File: src/rtl/overlay_pkg.sv
`default_nettype none
// ============================================================================
// Module   : overlay_pkg
// Purpose  : Shared button-state encoding, default colours and palette indices
// Revision : 1.0 - initial parametrised release
// ============================================================================
package overlay_pkg;

  typedef enum logic [1:0] {
    IDLE  = 2'd0,
    HOVER = 2'd1,
    PRESS = 2'd2
  } btn_state_t;

  localparam logic [11:0] COL_BG    = 12'h000;
  localparam logic [11:0] COL_FG    = 12'hFFF;
  localparam logic [11:0] COL_TOUCH = 12'h32E;
  localparam logic [11:0] COL_CLICK = 12'h3E2;

  localparam int IDX_BG       = 0;
  localparam int IDX_FG       = 1;
  localparam int IDX_BTN_BASE = 2;

endpackage
`default_nettype wire

File: src/rtl/overlay_btn_fsm.sv
`default_nettype none
// ============================================================================
// Module   : overlay_btn_fsm
// Purpose  : Hover/press/click tracker for one on-screen button
// Revision : 1.0 - initial parametrised release
// ============================================================================
module overlay_btn_fsm
  import overlay_pkg::*;
(
  input  logic       clk,
  input  logic       rst_n,
  input  logic       i_on_btn,
  input  logic       i_press,
  input  logic       i_release,
  output btn_state_t o_state,
  output logic       o_click
);

  btn_state_t r_state;
  logic       r_click;

  // Leaving the button always disarms it, so a release off-button never clicks.
  always_ff @(posedge clk or negedge rst_n) begin
    if (!rst_n) begin
      r_state <= IDLE;
      r_click <= 1'b0;
    end else begin
      r_click <= 1'b0;
      case (r_state)
        IDLE: begin
          if (i_on_btn) r_state <= HOVER;
        end
        HOVER: begin
          if (!i_on_btn)    r_state <= IDLE;
          else if (i_press) r_state <= PRESS;
        end
        PRESS: begin
          if (!i_on_btn) begin
            r_state <= IDLE;
          end else if (i_release) begin
            r_state <= HOVER;
            r_click <= 1'b1;
          end
        end
        default: r_state <= IDLE;
      endcase
    end
  end

  assign o_state = r_state;
  assign o_click = r_click;

endmodule
`default_nettype wire

File: src/rtl/overlay_pixel_gen.sv
`default_nettype none
// ============================================================================
// Module   : overlay_pixel_gen
// Purpose  : Downscaled overlay address generation, palette-to-RGB pipeline
//            and clickable button handling
// Revision : 1.0 - initial parametrised release
// ============================================================================
module overlay_pixel_gen #(
  parameter int          H_RES       = 640,
  parameter int          V_RES       = 480,
  parameter int          SCALE_SHIFT = 1,
  parameter int          ADDR_W      = 17,
  parameter int          IDX_W       = 2,
  parameter int          BTN_COUNT   = 2,
  parameter int          MEM_LAT     = 1,
  parameter logic [11:0] COL_BG      = overlay_pkg::COL_BG,
  parameter logic [11:0] COL_FG      = overlay_pkg::COL_FG,
  parameter logic [11:0] COL_TOUCH   = overlay_pkg::COL_TOUCH,
  parameter logic [11:0] COL_CLICK   = overlay_pkg::COL_CLICK
) (
  input  logic                 clk,
  input  logic                 rst_n,
  input  logic [9:0]           i_h_cnt,
  input  logic [9:0]           i_v_cnt,
  input  logic                 i_video_valid,
  input  logic                 i_mouse_left,
  input  logic [BTN_COUNT-1:0] i_mouse_on_btn,
  output logic [ADDR_W-1:0]    o_mem_addr,
  input  logic [IDX_W-1:0]     i_mem_data,
  output logic [11:0]          o_pixel_out,
  output logic [BTN_COUNT-1:0] o_click_pulse
);

  import overlay_pkg::*;

  localparam logic [10:0]       c_H_LIM  = 11'(H_RES);
  localparam logic [10:0]       c_V_LIM  = 11'(V_RES);
  localparam logic [ADDR_W-1:0] c_LINE_W = ADDR_W'(H_RES >> SCALE_SHIFT);

  logic                 w_in_range;
  logic [ADDR_W-1:0]    w_col;
  logic [ADDR_W-1:0]    w_row;
  logic [ADDR_W-1:0]    w_row_base;
  logic                 w_press;
  logic                 w_release;
  logic [11:0]          w_colour;
  btn_state_t           w_btn_state [BTN_COUNT];
  logic [BTN_COUNT-1:0] w_click;

  logic [ADDR_W-1:0]    r_mem_addr;
  logic [MEM_LAT:0]     r_vld;
  logic [11:0]          r_pixel;
  logic                 r_left_prev;

  assign w_in_range = i_video_valid && ({1'b0, i_h_cnt} < c_H_LIM)
                                    && ({1'b0, i_v_cnt} < c_V_LIM);
  assign w_col = ADDR_W'(i_h_cnt >> SCALE_SHIFT);
  assign w_row = ADDR_W'(i_v_cnt >> SCALE_SHIFT);

  // Row base = line width * row, built from the set bits of the constant width.
  always_comb begin
    w_row_base = '0;
    for (int b = 0; b < ADDR_W; b++) begin
      if (c_LINE_W[b]) w_row_base = w_row_base + (w_row << b);
    end
  end

  // r_vld[0] travels with the address; r_vld[MEM_LAT] lines up with i_mem_data.
  always_ff @(posedge clk or negedge rst_n) begin
    if (!rst_n) begin
      r_mem_addr <= '0;
      r_vld      <= '0;
    end else begin
      r_mem_addr <= w_in_range ? (w_col + w_row_base) : '0;
      r_vld      <= {r_vld[MEM_LAT-1:0], w_in_range};
    end
  end

  // History starts high so a button held through reset is not seen as a new press.
  always_ff @(posedge clk or negedge rst_n) begin
    if (!rst_n) r_left_prev <= 1'b1;
    else        r_left_prev <= i_mouse_left;
  end

  assign w_press   =  i_mouse_left && !r_left_prev;
  assign w_release = !i_mouse_left &&  r_left_prev;

  for (genvar k = 0; k < BTN_COUNT; k++) begin : g_btn
    overlay_btn_fsm u_btn_fsm (
      .clk       (clk),
      .rst_n     (rst_n),
      .i_on_btn  (i_mouse_on_btn[k]),
      .i_press   (w_press),
      .i_release (w_release),
      .o_state   (w_btn_state[k]),
      .o_click   (w_click[k])
    );
  end

  always_comb begin
    w_colour = COL_FG;
    if (i_mem_data == IDX_W'(IDX_BG)) begin
      w_colour = COL_BG;
    end else if (i_mem_data == IDX_W'(IDX_FG)) begin
      w_colour = COL_FG;
    end else begin
      for (int k = 0; k < BTN_COUNT; k++) begin
        if (i_mem_data == IDX_W'(IDX_BTN_BASE + k)) begin
          case (w_btn_state[k])
            HOVER:   w_colour = COL_TOUCH;
            PRESS:   w_colour = COL_CLICK;
            default: w_colour = COL_BG;
          endcase
        end
      end
    end
  end

  always_ff @(posedge clk or negedge rst_n) begin
    if (!rst_n) r_pixel <= '0;
    else        r_pixel <= r_vld[MEM_LAT] ? w_colour : 12'h000;
  end

  assign o_mem_addr    = r_mem_addr;
  assign o_pixel_out   = r_pixel;
  assign o_click_pulse = w_click;

endmodule
`default_nettype wire

File: config.mk
export PLATFORM = sky130hd
export DESIGN_NAME = overlay_pixel_gen
export DESIGN_NICKNAME = d
export VERILOG_FILES = /design/src/rtl/overlay_pkg.sv /design/src/rtl/overlay_btn_fsm.sv /design/src/rtl/overlay_pixel_gen.sv
export SDC_FILE = /design/constraint.sdc
export NUM_CORES = 1
export LEC_CHECK = 0
export BUFFER_PORTS_ARGS = -buffer_cell sky130_fd_sc_hd__buf_2
export CAP_MARGIN = 20
export CORE_ASPECT_RATIO = 1.25
export CORE_UTILIZATION = 40
export CTS_CLUSTER_DIAMETER = 120
export DETAILED_ROUTE_END_ITERATION = 6
export HOLD_SLACK_MARGIN = 0.1
export PLACE_DENSITY_LB_ADDON = 0.2
export SETUP_SLACK_MARGIN = 0.15
export SKIP_CTS_REPAIR_TIMING = 1
export SYNTH_ARGS = -nofsm -noshare
export SYNTH_HDL_FRONTEND = slang
export SYNTH_HIERARCHICAL = 1
export SYNTH_SLANG_ARGS = --single-unit
File: constraint.sdc
create_clock -name clk -period 1.4 [get_ports clk]
set_clock_uncertainty 0.05 [all_clocks]
set_input_delay 0.14 -clock clk [delete_from_list [all_inputs] [get_ports clk]]
set_output_delay 0.14 -clock clk [all_outputs]
set_load 0.02 [all_outputs]
==> results of run 1 <==
==> cell type report <==
class / count / area (µm²) / share of cell area
Clock buffer: 7 / 86.33 / 0.03499
Clock inverter: 1 / 5.005 / 0.002028
Inverter: 16 / 70.07 / 0.02840
Multi-Input combinational cell: 104 / 888.4 / 0.3600
Sequential cell: 30 / 752.0 / 0.3048
Tap cell: 56 / 70.07 / 0.02840
Timing Repair Buffer: 92 / 595.6 / 0.2414
==> routing by layer <==
layer | routed length, µm | vias up | track usage
met5 | 0 | - | 0
met4 | 37 | 0 | 0.09044
met3 | 141 | 4 | 0.04811
met2 | 1912 | 39 | 0.3016
met1 | 1340 | 681 | 0.1785
li1 | - | 712 | -
==> where the power goes <==
part           internal (mW)  switching (mW)  total, mW
registers              0.909          0.0179      0.927
logic                  0.337           0.323      0.660
clock network          0.396           0.309      0.705
total                   1.64           0.650       2.29
==> cells by family (layout without fill, tap and decap cells) <==
logic type               count (synthesis)  count (layout)  synth area share
AO/OA/AOI/OAI                           24              24            0.1012
buffers and inverters                   25             116           0.07336
XOR/XNOR                                 3               3           0.01541
adder cells (fa/ha/maj)                 23              23            0.1775
flip-flops                              30              30            0.4409
multiplexers                             3               3           0.01761
AND/OR/NAND/NOR                         51              51            0.1739
==> flip-flops by register name, indices dropped and copies added (netlist names) <==
signal	count
o_mem_addr	17
g_btn.u_btn_fsm/o_state	4
o_pixel_out	4
g_btn.u_btn_fsm/o_click	2
r_vld	2
r_left_prev	1
==> synthesized netlist by cell type, drive strengths merged (2+ instances only) <==
| library cell | instances |
|---|---|
| a211oi | 3 |
| a21oi | 9 |
| and2 | 9 |
| and4b | 2 |
| buf | 9 |
| dfrtp | 29 |
| fa | 2 |
| ha | 21 |
| inv | 16 |
| mux2i | 3 |
| nand2 | 6 |
| nand2b | 6 |
| nand3 | 5 |
| nand3b | 2 |
| nor2 | 6 |
| nor2b | 6 |
| nor3 | 4 |
| o21ai | 4 |
| o32ai | 2 |
| or3b | 2 |
| xnor2 | 3 |
==> stage by stage <==
stage / hold WS [ns] / util / instances
2_1_floorplan: -0.2056 / - / 159
3_3_place_gp: 0.1555 / 0.5333 / 286
3_5_place_dp: 0.1573 / 0.5333 / 286
4_1_cts: -0.1436 / 0.5556 / 294
5_1_grt: 0.1022 / 0.6020 / 306
6_report: 0.07845 / 0.6020 / 306
==> worst min-delay path by stage <==
stage,end,slack [ns],cells past startpoint
5_1_grt,o_pixel_out[9]$_DFF_PN0_,0.10,2
3_5_place_dp,o_mem_addr[4]$_DFF_PN0_,0.16,1
4_1_cts,o_mem_addr[3]$_DFF_PN0_,-0.14,1
6_report,o_pixel_out[9]$_DFF_PN0_,0.08,2
2_1_floorplan,g_btn[0].u_btn_fsm/o_click$_DFF_PN0_,-0.21,0
3_3_place_gp,o_mem_addr[2]$_DFF_PN0_,0.16,1
==> worst max-delay path, stage by stage <==
cell and delay (ns):
sky130_fd_sc_hd__buf_8 0.08, sky130_fd_sc_hd__inv_4 0.03, sky130_fd_sc_hd__fa_1 0.54, sky130_fd_sc_hd__inv_2 0.05
sky130_fd_sc_hd__fa_2 0.38, sky130_fd_sc_hd__a211oi_4 0.29, sky130_fd_sc_hd__o21ai_1 0.09, sky130_fd_sc_hd__a21oi_1 0.17
sky130_fd_sc_hd__mux2i_1 0.24
==> results.md, run 1 <==
Power:
- The worst-case IR drop observed on VDD is 432.7 µV.
- The leakage power of the design is 1.340 nW.
- The total power consumption of the routed design is 2.292 mW.
- Dividing total power by cell area gives a power density of 928.8 mW/mm².

Floorplanning:
- The number of standard-cell rows in the floorplan is 26.
- The placeable core region is 0.004099 mm².
- The y dimension of the die is 75 µm.
- Measured along the x axis, the die boundary spans 60.40 µm.
- For this configuration, the core starts out at a cell density of 0.4161.
- The number of top-level pins is 59.
- The die covers 0.004530 mm².

Route:
- Dividing the detail-routed wire length by the instance count gives 11.21 µm.
- The count of nets left with antenna violations once routing finished came out at 0.
- The routed wire length is 3430 µm.
- The detail-routed via count per cell is 4.693.
- For this block, the via count after detailed routing is 1436.
- After detailed routing, the number of remaining DRC violations is 0.
- The count of routing violations after the opening detailed-route iteration is 52.
- For this run, the detailed router's first-pass iteration total came to 4.

GRT:
- The number of antenna violations at the first check in global routing is 0.
- The number of global-route vias before repair was 1337.
- The first global-routing pass estimated 5595 µm of wire.
- For this run, the total global-route usage over all layers was measured as 0.1698.
- Global routing finished with a remaining overflow of 0.
- The largest net degree at the start of global routing is 31.

Clock network:
- The insertion delay of the later-clocked pin in the worst-skew pair is 0.28 ns.
- The TritonCTS clock tree is built.
- The clock tree buffer depth is 2.
- After clock tree synthesis, the clock-pin slew on the worst setup and hold paths is 0.06 ns.
- Counting the buffers created by CTS gives 5.
- In this run the clock root is driven by a sky130_fd_sc_hd__clkbuf_8.
- The clock net in this run drives a total of 30 sinks.
- The H-tree depth is 2.

Synth:
- Dividing the synthesized area by the synthesized cell count gives 10.73 µm².
- The part of the Yosys area used for sequential elements is 0.4409.
- The number of distinct standard cells referenced by the synthesized netlist is 36.
- Yosys printed 6 warnings.
- Of the post-synthesis cell area, the dominant cell type holds 0.4255.
- The post-synthesis instance total is 159.
- The flip-flop and latch count after synthesis is 30.
- The cell area that synthesis handed to floorplanning was 0.001705 mm².
- In the post-synthesis netlist, the biggest area contributors are sky130_fd_sc_hd__dfrtp_1 (43%), sky130_fd_sc_hd__ha_1 (15%), sky130_fd_sc_hd__buf_4 (3.5%).
- The predominant post-synthesis flop cell is sky130_fd_sc_hd__dfrtp_1.
- After synthesis, the share of flip-flops with an asynchronous set or reset is 1.000.
- The number of enable flip-flop cells after synthesis is 0.
- The dominant cell type by area after synthesis is sky130_fd_sc_hd__dfrtp_1.
- The synthesized netlist net count is 210.

Critical path:
- Data on the critical path is required at its endpoint by 1.54 ns.
- In this run the critical register-to-register path is launched from g_btn[1].u_btn_fsm/o_state[0]$_DFFE_PN0P_.
- The end of the worst register-to-register path is o_pixel_out[9]$_DFF_PN0_.
- Across all register-to-register paths, the minimum setup slack is 0.23 ns.
- The maximum net fanout on the critical path is 3.
- The start point of the critical path is i_h_cnt[9].
- For the worst setup path, the data arrival time is 2.00 ns.
- STA classifies the critical path startpoint as a primary input.
- The kind of critical path is primary input to register.
- The worst register-to-register path has a depth of 3.
- The end of the critical path is o_mem_addr[13]$_DFF_PN0_.
- STA classifies the critical path endpoint as a register.

Layout:
- The total of fill cells in the finished design is 376.
- With fillers left out, the area of the finished cells amounts to 0.002467 mm².
- The proportion of layout cells with a drive suffix above 1 is 0.4400.
- In the layout the commonest cells are sky130_fd_sc_hd__buf_2 (53), sky130_fd_sc_hd__dfrtp_1 (29), sky130_fd_sc_hd__buf_4 (27), sky130_fd_sc_hd__ha_1 (19), sky130_fd_sc_hd__inv_1 (11).
- At the end of the flow, the number of nets in the layout was 300.
- The antenna diode count is 0.
- The library cell used most frequently in the layout, excluding fill and tap cells, is sky130_fd_sc_hd__buf_2.
- From synthesis to final layout, the design area changed by 44.68%.

STA:
- The maximum clock frequency is 538.3 MHz.
- The slew of the pin with the lowest slew margin is 0.6457 ns.
- Setup repair after global routing could not meet its margin everywhere.
- The final hold violation count came to 0.
- The minimum setup slack in the final design is -0.4579 ns.
- Headroom to the max-slew limit came out at 0.5696.
- The count of pins over their slew limit is 0.
- Setup violations remaining at the end of the flow were counted as 8.
- Subtracting the final worst setup slack from the clock period gives 1.858 ns.
- The post-route fraction of the period consumed by the critical path is 1.327.
- The final-layout setup total negative slack is -2.284 ns.

Place:
- The placed instance area is 0.002186 mm².
- Detailed placement finished with a half-perimeter wire length of 2576 µm.
- Before CTS, the worst setup slack after placement is -0.7629 ns.
- At the end of routability-driven placement, the weighted congestion stood at 0.8030.
- In this run the tool buffered the top-level ports with 56 buffer cells.

Worst hold path:
- The path type of the worst min-delay path is primary input to register.
- The worst hold path begins at i_mem_data[0].

Status:
- The flow ran to the end, but the final reports show violations.
- The final reports fail on setup timing.

Flow run:
- The tool flagged a number of max-cap violations equal to 0.
Note: power is estimated with default switching activity, not from simulation.
==> run 2, diff against run 1 <==
--- a/config.mk
+++ b/config.mk
@@ -7,7 +7,7 @@
 export LEC_CHECK = 0
 export BUFFER_PORTS_ARGS = -buffer_cell sky130_fd_sc_hd__buf_2
 export CAP_MARGIN = 20
-export CORE_ASPECT_RATIO = 1.25
+export CORE_ASPECT_RATIO = 0.5
 export CORE_UTILIZATION = 40
 export CTS_CLUSTER_DIAMETER = 120
 export DETAILED_ROUTE_END_ITERATION = 6
==> results.md, run 2 (synthesized netlist as in run 1, its figures left out) <==
Status:
- The run finished, with violations left.
- The checks that failed: setup timing.

Layout:
- The antenna diode count is 0 (unchanged).
- The number of flip-flops in the largest register is 17 (unchanged).
- Compared with the post-synthesis result, the final layout area differs by 43.65%.
- The number of nets at the end of the flow is 300 (unchanged).
- The library cells used most frequently in the layout, excluding fill and tap cells, are sky130_fd_sc_hd__buf_2 (54), sky130_fd_sc_hd__dfrtp_1 (27), sky130_fd_sc_hd__buf_4 (24), sky130_fd_sc_hd__ha_1 (20).
- The utilization of the core after routing is 0.6150 (+0.01300).
- The leading cell type in the layout, fill and taps excluded is sky130_fd_sc_hd__buf_2.
- The proportion of layout cells with a drive suffix above 1 is 0.4240 (-0.01600).

STA:
- The maximum clock frequency was 557.3 MHz (+3.5%).
- The minimum setup slack in the final design is -0.3944 ns (+0.06351 ns).
- The slew of the pin with the lowest slew margin was 0.6813 ns (+0.03568 ns).
- The final hold slack came to 0.1591 ns (+0.08066 ns).
- The normalized max-slew margin came to 0.5458 (-0.02379).
- The count of pins over their slew limit was 0 (unchanged).
- The minimum clock period after layout is 1.794 ns (-0.06351 ns).
- The final hold violation count is 0 (unchanged).
- The number of setup violations in the final report was 8 (unchanged).
- Setup repair after global routing could not meet its margin everywhere.
- The post-route fraction of the period consumed by the critical path was 1.282 (-0.04536).

Power:
- The power dissipated by switching net loads is 628.8 µW (-3.3%).
- The total power consumption of the routed design is 2.260 mW (-1.4%).
- The switching part of the total is 0.2782 (-0.005443).
- The register share of total power is 0.411 (+0.006).
- The power density relative to cell area came to 922.6 mW/mm² (-0.67%).
- The internal power contribution is 1.631 mW (-0.63%).
- The leakage power of the design is 1.334 nW (-0.49%).
- The combinational cell fraction of total power is 0.282 (-0.006).
- The clock network fraction of design power is 0.307 (about the same).
- The worst-case vdd ir drop is 368.4 µV (-15%).

Place:
- The port buffer count is 56 (unchanged).
- The sum of net half-perimeters after detailed placement is 2514 µm (-2.4%).
- The routability congestion estimate from global placement is 0.7236 (-9.9%).

Floorplanning:
- The die width was 94.34 µm (+56%).
- The y dimension of the die is 48.17 µm (-36%).
- The overall die area is 0.004544 mm² (+0.32%).
- The number of standard-cell rows in the floorplan was 16 (-38%).
- The placeable core region came to 0.003984 mm² (-2.8%).
- The number of top-level pins is 59 (unchanged).
- The initial standard-cell utilization of the core was 0.4281 (+0.01202).

Route:
- The count of routing violations after the opening detailed-route iteration is 37 (-29%).
- The number of design rule violations left after detail routing is 0 (unchanged).
- The overall via count from detail_route is 1396 (-2.8%).
- The first-pass iteration count of the detailed router is 4 (unchanged).
- The detail-routed via count per cell is 4.592 (-2.1%).
- The routed wire length is 3378 µm (-1.5%).
- The routed wire length per instance is 11.11 µm (-0.87%).
- The number of antenna-violating nets in the routed design came to 0 (unchanged).

Critical path:
- In this run the critical register-to-register path is captured at o_pixel_out[9]$_DFF_PN0_.
- The critical path's slowest cell is sky130_fd_sc_hd__fa_1.
- The data arrival time of the worst path came to 1.94 ns (-0.06 ns).
- The critical path startpoint category is a primary input.
- The maximum net fanout on the critical path is 3 (unchanged).
- The type of destination of the critical path is a register.
- The register-to-register setup slack is 0.21 ns (-0.02 ns).
- The kind of critical path is primary input to register.
- The startpoint identified for the worst register-to-register timing path is g_btn[0].u_btn_fsm/o_state[0]$_DFFE_PN0P_.
- The number of buffers and inverters on the critical path is 3 (unchanged).
- The number of cells traversed by the worst register-to-register path is 5 (+2).
- The data required time of the critical path came to 1.55 ns (about the same).
- The stage delay of the slowest cell on the critical path is 0.54 ns (about the same).
- The signal on the critical path passes through buf_8, inv_8, fa_1, inv_2, fa_2, a211oi_4, nor3_1, a211oi_2, mux2i_1.
- The cell family contributing the most delay on the critical path is adder cells.

Worst hold path:
- The cell count of the worst hold path came to 3 (+1).
- The tightest min-delay check is of the primary input to register type.
- The worst hold path terminates at o_mem_addr[6]$_DFF_PN0_.
- In this run the most critical hold path is launched from i_v_cnt[1].

Clock network:
- The insertion delay of the later-clocked pin in the worst-skew pair was 0.27 ns (about the same).
- The TritonCTS clock tree is built.
- In this run the clock root is driven by a sky130_fd_sc_hd__clkbuf_8.
- The number of buffers created by CTS came to 5 (unchanged).
- The clock sink count is 30 (unchanged).
- The H-tree depth is 2 (unchanged).
- The register clock-pin slew on the reported worst setup and hold paths was 0.06 ns (about the same).
- The clock tree buffer depth came to 2 (unchanged).

GRT:
- The first-pass GRT wire length was 5071 µm (-9.4%).
- The total routing resource utilization after global routing is 0.1505 (-0.01930).
- The largest net degree at the start of global routing came to 31 (unchanged).
- The global route total overflow came to 0 (unchanged).
- The number of global-route vias before repair is 1141 (-15%).
- The number of antenna violations at the first check in global routing was 0 (unchanged).

Flow run:
- The max capacitance violation total came to 0 (unchanged).
-- run 2: tightest hold or removal path, stage by stage --
cell	delay [ns]
sky130_fd_sc_hd__buf_6	0.07
sky130_fd_sc_hd__ha_1	0.12
sky130_fd_sc_hd__and2_1	0.11
-- run 2: final cells by class --
type,instances,area (µm²)
Sequential cell,30,754.5
Timing Repair Buffer,92,596.8
Inverter,16,67.56
Fill cell,338,1534
Clock buffer,8,90.09
Multi-Input combinational cell,104,873.3
Tap cell,54,67.56
-- run 2: power by group through the flow --
stage	clock network [mW]	logic (mW)	registers [mW]
floorplan	0	0.298	0.982
global placement	0	0.547	0.945
detailed placement	0	0.554	0.947
CTS	0.718	0.558	0.931
global route	0.749	0.710	0.935
finish	0.694	0.637	0.930
-- run 2: worst max-delay path by stage --
stage / depth (start not counted) / end / start
final: 9 / o_mem_addr[15]$_DFF_PN0_ / i_v_cnt[3]
after global routing: 9 / o_mem_addr[15]$_DFF_PN0_ / i_v_cnt[3]
after CTS: 9 / o_mem_addr[15]$_DFF_PN0_ / i_v_cnt[3]
after detailed placement: 9 / o_mem_addr[13]$_DFF_PN0_ / i_v_cnt[3]
after global placement: 9 / o_mem_addr[15]$_DFF_PN0_ / i_v_cnt[3]
after floorplan: 8 / o_mem_addr[15]$_DFF_PN0_ / i_v_cnt[3]
-- run 2: per-stage QoR --
stage | instance area [µm²] | worst slack (ns) | std cells | setup TNS, ns
floorplan | 1720 | -0.4779 | 159 | -2.572
finish | 2450 | -0.3944 | 304 | -1.891
detailed placement | 2146 | -0.7611 | 279 | -4.810
global route | 2450 | -0.5330 | 304 | -2.676
global placement | 2146 | -0.7364 | 279 | -4.749
CTS | 2236 | -0.4793 | 287 | -2.284
-- run 2: per-layer routing --
metal  vias up  GRT usage  share of wire
met4         0    0.06462          0.015
met5         -          0              0
met2        40     0.2493           0.48
met1       635     0.1929           0.46
met3         7    0.04206          0.042
li1        714          -              -
